<file path="config.mk">
export PLATFORM = sky130hd
export DESIGN_NAME = mult_div_unit
export DESIGN_NICKNAME = d
export VERILOG_FILES = /design/src/rtl/mult_div_unit.sv
export SDC_FILE = /design/constraint.sdc
export NUM_CORES = 1
export LEC_CHECK = 0
export CORE_AREA = 2 2 186 188
export DETAILED_ROUTE_END_ITERATION = 8
export DIE_AREA = 0 0 188 190
export PLACE_DENSITY = 0.67
export SETUP_SLACK_MARGIN = 0.02
export SLEW_MARGIN = 20
export SYNTH_ARGS = -nofsm -noshare
export SYNTH_HDL_FRONTEND = slang
export SYNTH_SLANG_ARGS = --single-unit
</file>
<file path="constraint.sdc">
create_clock -name clk -period 8.5 [get_ports clk]
set_input_delay 1.275 -clock clk [delete_from_list [all_inputs] [get_ports clk]]
set_output_delay 1.275 -clock clk [all_outputs]
set_load 0.005 [all_outputs]
</file>
<file path="src/rtl/mult_div_unit.sv">
// Iterative 32-bit multiply/divide unit with architectural HI/LO registers.
// Shift-add multiply and restoring divide, one bit per cycle, sign fix-up in a final cycle.
module mult_div_unit #(
  parameter int unsigned XLEN = 32
) (
  input  logic            clk,
  input  logic            reset,
  input  logic            start,
  input  logic [1:0]      op,
  input  logic [XLEN-1:0] rs_data,
  input  logic [XLEN-1:0] rt_data,
  input  logic            hi_we,
  input  logic            lo_we,
  output logic            busy,
  output logic            done,
  output logic [XLEN-1:0] hi,
  output logic [XLEN-1:0] lo
);

  typedef enum logic [1:0] {
    IDLE,
    RUN,
    FIX
  } state_e;

  state_e              state_q, state_d;
  logic [4:0]          cnt_q, cnt_d;
  logic [1:0]          op_q, op_d;
  logic [XLEN-1:0]     a_q, a_d;
  logic [XLEN-1:0]     b_q, b_d;
  logic [XLEN-1:0]     hi_q, hi_d;
  logic [XLEN-1:0]     lo_q, lo_d;
  logic [2*XLEN-1:0]   acc_q, acc_d;
  logic                res_neg_q, res_neg_d;
  logic                rem_neg_q, rem_neg_d;
  logic                div0_q, div0_d;
  logic                done_q, done_d;

  logic                is_signed;
  logic                a_neg, b_neg;
  logic [XLEN:0]       mul_sum;
  logic [XLEN:0]       rem_sh;
  logic [XLEN-1:0]     rem_sub;
  logic                div_ge;
  logic [2*XLEN-1:0]   prod;
  logic [XLEN-1:0]     quot, rem;

  assign is_signed = ~op[0];
  assign a_neg     = is_signed & rs_data[XLEN-1];
  assign b_neg     = is_signed & rt_data[XLEN-1];

  // Multiply: acc upper half accumulates, then the whole 65-bit result shifts right.
  assign mul_sum = {1'b0, acc_q[2*XLEN-1:XLEN]} + (b_q[0] ? {1'b0, a_q} : '0);

  // Divide: acc upper = partial remainder, acc lower = quotient; dividend bits come from a_q MSB.
  assign rem_sh  = {acc_q[2*XLEN-1:XLEN], a_q[XLEN-1]};
  assign div_ge  = rem_sh >= {1'b0, b_q};
  assign rem_sub = rem_sh[XLEN-1:0] - b_q;

  assign prod = res_neg_q ? -acc_q : acc_q;
  assign quot = res_neg_q ? -acc_q[XLEN-1:0] : acc_q[XLEN-1:0];
  assign rem  = rem_neg_q ? -acc_q[2*XLEN-1:XLEN] : acc_q[2*XLEN-1:XLEN];

  always_comb begin
    state_d   = state_q;
    cnt_d     = cnt_q;
    op_d      = op_q;
    a_d       = a_q;
    b_d       = b_q;
    hi_d      = hi_q;
    lo_d      = lo_q;
    acc_d     = acc_q;
    res_neg_d = res_neg_q;
    rem_neg_d = rem_neg_q;
    div0_d    = div0_q;
    done_d    = 1'b0;

    unique case (state_q)
      IDLE: begin
        if (start) begin
          op_d      = op;
          a_d       = a_neg ? -rs_data : rs_data;
          b_d       = b_neg ? -rt_data : rt_data;
          res_neg_d = a_neg ^ b_neg;
          rem_neg_d = a_neg;
          div0_d    = (rt_data == '0);
          cnt_d     = '0;
          acc_d     = '0;
          state_d   = RUN;
        end else begin
          if (hi_we) hi_d = rs_data;
          if (lo_we) lo_d = rs_data;
        end
      end
      RUN: begin
        cnt_d = cnt_q + 5'd1;
        if (op_q[1]) begin
          acc_d = {(div_ge ? rem_sub : rem_sh[XLEN-1:0]), acc_q[XLEN-2:0], div_ge};
          a_d   = a_q << 1;
        end else begin
          acc_d = {mul_sum, acc_q[XLEN-1:1]};
          b_d   = b_q >> 1;
        end
        if (cnt_q == 5'd31) state_d = FIX;
      end
      FIX: begin
        if (op_q[1]) begin
          // Divide by zero leaves |A| as remainder; the quotient is forced rather than sign-fixed.
          hi_d = rem;
          lo_d = div0_q ? '1 : quot;
        end else begin
          {hi_d, lo_d} = prod;
        end
        done_d  = 1'b1;
        state_d = IDLE;
      end
      default: state_d = IDLE;
    endcase
  end

  always_ff @(posedge clk or posedge reset) begin
    if (reset) begin
      state_q   <= IDLE;
      cnt_q     <= '0;
      op_q      <= '0;
      a_q       <= '0;
      b_q       <= '0;
      hi_q      <= '0;
      lo_q      <= '0;
      acc_q     <= '0;
      res_neg_q <= 1'b0;
      rem_neg_q <= 1'b0;
      div0_q    <= 1'b0;
      done_q    <= 1'b0;
    end else begin
      state_q   <= state_d;
      cnt_q     <= cnt_d;
      op_q      <= op_d;
      a_q       <= a_d;
      b_q       <= b_d;
      hi_q      <= hi_d;
      lo_q      <= lo_d;
      acc_q     <= acc_d;
      res_neg_q <= res_neg_d;
      rem_neg_q <= rem_neg_d;
      div0_q    <= div0_d;
      done_q    <= done_d;
    end
  end

  assign busy = (state_q != IDLE);
  assign done = done_q;
  assign hi   = hi_q;
  assign lo   = lo_q;

endmodule

</file>
# [Word-level counts from Yosys, hierarchy flattened]
# Cells that the tools add are included.
[classes] n_bitwise=4 addsub=8 shift=0 eq_ne=10 mul=0 div=0 n_reduce_logical=12 mux=31 n_lt_le_gt_ge=1
[ops] cell="$mux W32" n=17
[ops] cell="$pmux W32 S2" n=4
[ops] cell="$mux W64" n=3
[ops] cell="$neg A32 Y32" n=4
[ops] cell="$pmux W64 S2" n=1
[ops] cell="$neg A64 Y64" n=1
[ops] cell="$add A32 B32 Y33" n=1
[ops] cell="$ge A33 B32 Y1" n=1
[ops] cell="$logic_not A32 Y1" n=1
[ops] cell="$sub A32 B32 Y32" n=1
[ops] cell="$ne A2 B2 Y1 const B" n=7
[ops] cell="$reduce_and A3 Y1" n=4
[ops] cell="$pmux W5 S2" n=1
[ops] cell="$reduce_and A2 Y1" n=3
[ops] cell="$reduce_bool A2 Y1" n=3
[ops] cell="$add A5 B1 Y5 const B" n=1
[ops] cell="$eq A5 B5 Y1 const B" n=1
[ops] cell="$mux W5" n=1
[ops] cell="$mux W2" n=2
[ops] cell="$pmux W2 S2" n=1
[ops] cell="$and A1 B1 Y1" n=2
[ops] cell="$eq A2 B1 Y1 const B" n=1
[ops] cell="$eq A2 B2 Y1 const B" n=1
[ops] cell="$logic_not A2 Y1" n=1
[ops] cell="other kinds (3)" n=3
[totals] elab_cells=78 inputBits=71 ramBits=0 reg_bits=205 latchBits=0 rom_bits=0 out_inout_bits=66 memories=0

# [Depth between registers and ports, before layout]
[logic_depth] ltp_word=5 depth_mapped=14

# [Worst setup path before layout]
# Ideal clock, no wire load.
[synth_path] path_type="input-to-reg" startpoint="input port rs_data[4]" endpoint="register a_q[27]" path_stages=9 t_arrival_ns=3.395 setup_time_ns=0.134 setup_slack_ns=4.971 n_path_buf=0 path_cell_list="nor4_1 -> and3_1 -> nand2_1 -> or4b_2 -> o31ai_1 -> xor2_1 -> nor2_1 -> a21oi_1 -> o21ai_0"
[synth_via] elab_chain_cells=4
[synth_lines] element="start: declaration" line_no="10" source="input logic [XLEN-1:0] rs_data,"
[synth_lines] element="$neg A32 Y32" line_no="82" source="a_d = a_neg ? -rs_data : rs_data;"
[synth_lines] element="$mux W32" line_no="82"
[synth_lines] element="$mux W32" line_no="80" source="if (start) begin"
[synth_lines] element="$pmux W32 S2" line_no="78" source="unique case (state_q)"
[synth_lines] element="end signal: assignment" line_no="126" source="a_q <= '0;"
[synth_lines] element="end signal: assignment" line_no="139" source="a_q <= a_d;"
[synth_lines] element="end: declaration" line_no="29" source="logic [XLEN-1:0] a_q, a_d;"
# No other way between the ends. The select of a mux whose other input is x is not followed.
# A chain may end at the register's enable or synchronous reset.

# [Final worst setup path]
[layout_path] startpoint="input port rs_data[4]" endpoint="register a_q[29]"
# Same word-level chain as after synthesis.

==> flow_metrics.env <==
export IMPL_synth_cells=1915
export IMPL_route_detailed_drc=0
export IMPL_yosys_area_share_simple=0.177
export IMPL_outcome="complete, no violations"
export IMPL_grt_pass1_vias=14100
export IMPL_fmax_ghz=0.251
export IMPL_rows=68
export IMPL_endpoint_kind="flop"
export IMPL_grt_use_total=0.264
export IMPL_cts_resized=0
export IMPL_firstDrtPassIters=6
export IMPL_diodes=0
export IMPL_overflow=0
export IMPL_setup_viol=0
export IMPL_p_per_area_nw_per_um2=426
export IMPL_power_leakage_nw=7.48
export IMPL_syn_nets=2059
export IMPL_synth_compound_area_frac=0.244
export IMPL_die_w_um=188
export IMPL_slew_headroom=0.336
export IMPL_cts_root_buf="clkbuf_16"
export IMPL_fin_cells=2452
export IMPL_dr_max_layer_used="met4"
export IMPL_min_period_over_period=0.469
export IMPL_synthMuxAreaShare=0.0563
export IMPL_dp_slack_ns=3.95
export IMPL_antenna_found_initial=0
export IMPL_fin_worst_skew_ns=0.00920
export IMPL_synthAdderAreaFrac=0.0592
export IMPL_drv_cap=0
export IMPL_worstSetupStartpointType="input pin"
export IMPL_async_reset_ff_frac=1.00
export IMPL_vias=14600
export IMPL_layout_drive_gt1_share=0.0451
export IMPL_path_class="input pin to flop"
export IMPL_ys_ff_latch=204
export IMPL_cp_arrival_ns=4.39
export IMPL_fin_ws_ns=4.51
export IMPL_clk_pin_slew_ns=0.06
export IMPL_clockBufferDepth=3
export IMPL_htreeDepth=1
export IMPL_wl_met1_mm=21.6
export IMPL_yosys_top_cells_area="dfrtp_1 (33%), o21ai_0 (6.9%), a21oi_1 (6.3%)"
export IMPL_synth_xor_area_share=0.0927
export IMPL_yosysTopAreaCellShare=0.325
export IMPL_grt_pass1_wl_mm=76.5
export IMPL_gp_congestion=0.965
export IMPL_post_cts_buffers=0
export IMPL_hpwl_mm=35.2
export IMPL_hold_path_cell_count=2
export IMPL_clkSinkCount=204
export IMPL_cts_hold_buf=0
export IMPL_synth_top_family_by_area="compound AO/OA/AOI/OAI gates"
export IMPL_postSynthAreaPerCell_um2=8.19
export IMPL_wl_per_cell_um=19.6
export IMPL_synth_edf_count=0
export IMPL_required_ns=8.90
export IMPL_boundaryPins=137
export IMPL_synthDistinctLibCells=72
export IMPL_grt_max_degree=136
export IMPL_wl_met3_mm=2.11
export IMPL_synth_area_um2=15700
export IMPL_worstReg2RegStart="b_q[0]"
export IMPL_layout_min_cycle_time_ns=3.99
export IMPL_synth_largest_area_cell="dfrtp_1"
export IMPL_cts_tree="yes"
export IMPL_synth_flop_cell="dfrtp_1"
export IMPL_fin_nets=2123
export IMPL_slew_viol_final=0
export IMPL_wl_met2_mm=23.0
export IMPL_worst_pin_slew_ns=0.995
export IMPL_clk_latency_ns=0.54
export IMPL_viasPerCell=5.97
export IMPL_min_path_type="flop to flop"
export IMPL_syn_to_final_growth_pct=16.1
export IMPL_synthTopCellsByCount="o21ai_0 (216), dfrtp_1 (204), a21oi_1 (199)"
export IMPL_worst_ir_drop_vdd_v=0.000240
export IMPL_die_area_um2=35700
export IMPL_rsz0062_at_grt="no"
export IMPL_core_area_um2=33900
export IMPL_endpoint="a_q[29]"
export IMPL_finalHoldViolations=0
export IMPL_port_buffers=136
export IMPL_ys_warn_count=0
export IMPL_startpoint="rs_data[4]"
export IMPL_initial_core_util=0.462
export IMPL_ys_seq_area_frac=0.325
export IMPL_setup_tns_final_ns=0
export IMPL_yosysMostFrequentCell="o21ai_0"
export IMPL_fp_dieH_um=190
export IMPL_placed_cells=2405
export IMPL_drt_iter0_drc=1307
export IMPL_regToRegSetupSlack_ns=4.61
export IMPL_totalWireLength_mm=48.1
export IMPL_worstRegToRegCells=14
export IMPL_cts_buffers=26
export IMPL_path_max_fanout=5
export IMPL_ant_nets=0
export IMPL_fill_cells=3164
export IMPL_r2r_end="acc_q[63]"
## layer usage
layer	GRT usage	vias up
met3	0.0256	83
met1	0.359	7137
met4	0.0763	0
met2	0.448	371
li1	-	7043
met5	0	-
## worst max-delay path, cell delays in order
cell	delay, ns
clkdlybuf4s50_1	0.52
nor4_1	0.57
and3_1	0.35
nand2_1	0.19
or4b_2	0.76
o21ai_0	0.23
xor2_1	0.18
nor2_1	0.06
a21oi_1	0.15
o21ai_0	0.09
## worst min path at each step
| stage | startpoint | to | slack, ns |
|---|---|---|---|
| 2_1_floorplan | div0_q | div0_q | 0.45 |
| 3_3_place_gp | a_q[5] | a_q[5] | 0.49 |
| 3_5_place_dp | a_q[23] | a_q[23] | 0.49 |
| 4_1_cts | a_q[23] | a_q[23] | 0.51 |
| 5_1_grt | b_q[13] | b_q[13] | 0.53 |
| 6_report | b_q[24] | b_q[24] | 0.51 |
## layout make-up
class | instances | area (um2) | share of cell area
Inverter | 60 | 234 | 0.0128
Timing Repair Buffer | 156 | 1530 | 0.0841
Multi-Input combinational cell | 1531 | 9940 | 0.545
Sequential cell | 204 | 5110 | 0.280
Clock inverter | 8 | 73.8 | 0.00405
Tap cell | 455 | 569 | 0.0312
Clock buffer | 38 | 767 | 0.0421
## through the flow
stage	total power [W]	utilization	hold WS [ns]	instance area, um2
after CTS	0.00771	0.536	0.508	18200
after floorplan	0.00516	-	0.450	15700
after global placement	0.00650	0.511	0.488	17300
after detailed placement	0.00658	0.511	0.495	17300
after global routing	0.00840	0.537	0.528	18200
final	0.00775	0.537	0.506	18200
## sequential cells by signal (all words and copies together) (netlist names)
signal / count
done: 1
state_q: 2
div0_q: 1
hi: 32
a_q: 32
cnt_q: 5
rem_neg_q: 1
acc_q: 64
op_q: 1
res_neg_q: 1
b_q: 32
lo: 32
## report_power, final
part	switching, W	total [W]	internal (W)
clock network	0.000453	0.00111	0.000652
logic	0.00267	0.00469	0.00202
registers	0.000538	0.00195	0.00142
## cell families after synthesis
logic type	count (synthesis)
adders and majority gates	73
xor gates and xnor gates	166
and+or+nand+nor	572
muxes	88
buffers and inverters	180
DFF	204
AOI/OAI and AO/OA	632
## cells in the final DEF (no fill, tap or decap), types with 65 or more instances in the layout
master	netlist	layout
a21oi_1	199	198
clkdlybuf4s50_1	0	136
dfrtp_1	204	203
ha_1	71	71
mux2i_1	86	86
nand2_1	191	190
nor2_1	122	120
o21ai_0	216	216
xnor2_1	65	65
xor2_1	101	101
No activity file was read; power rests on OpenSTA's default activity.
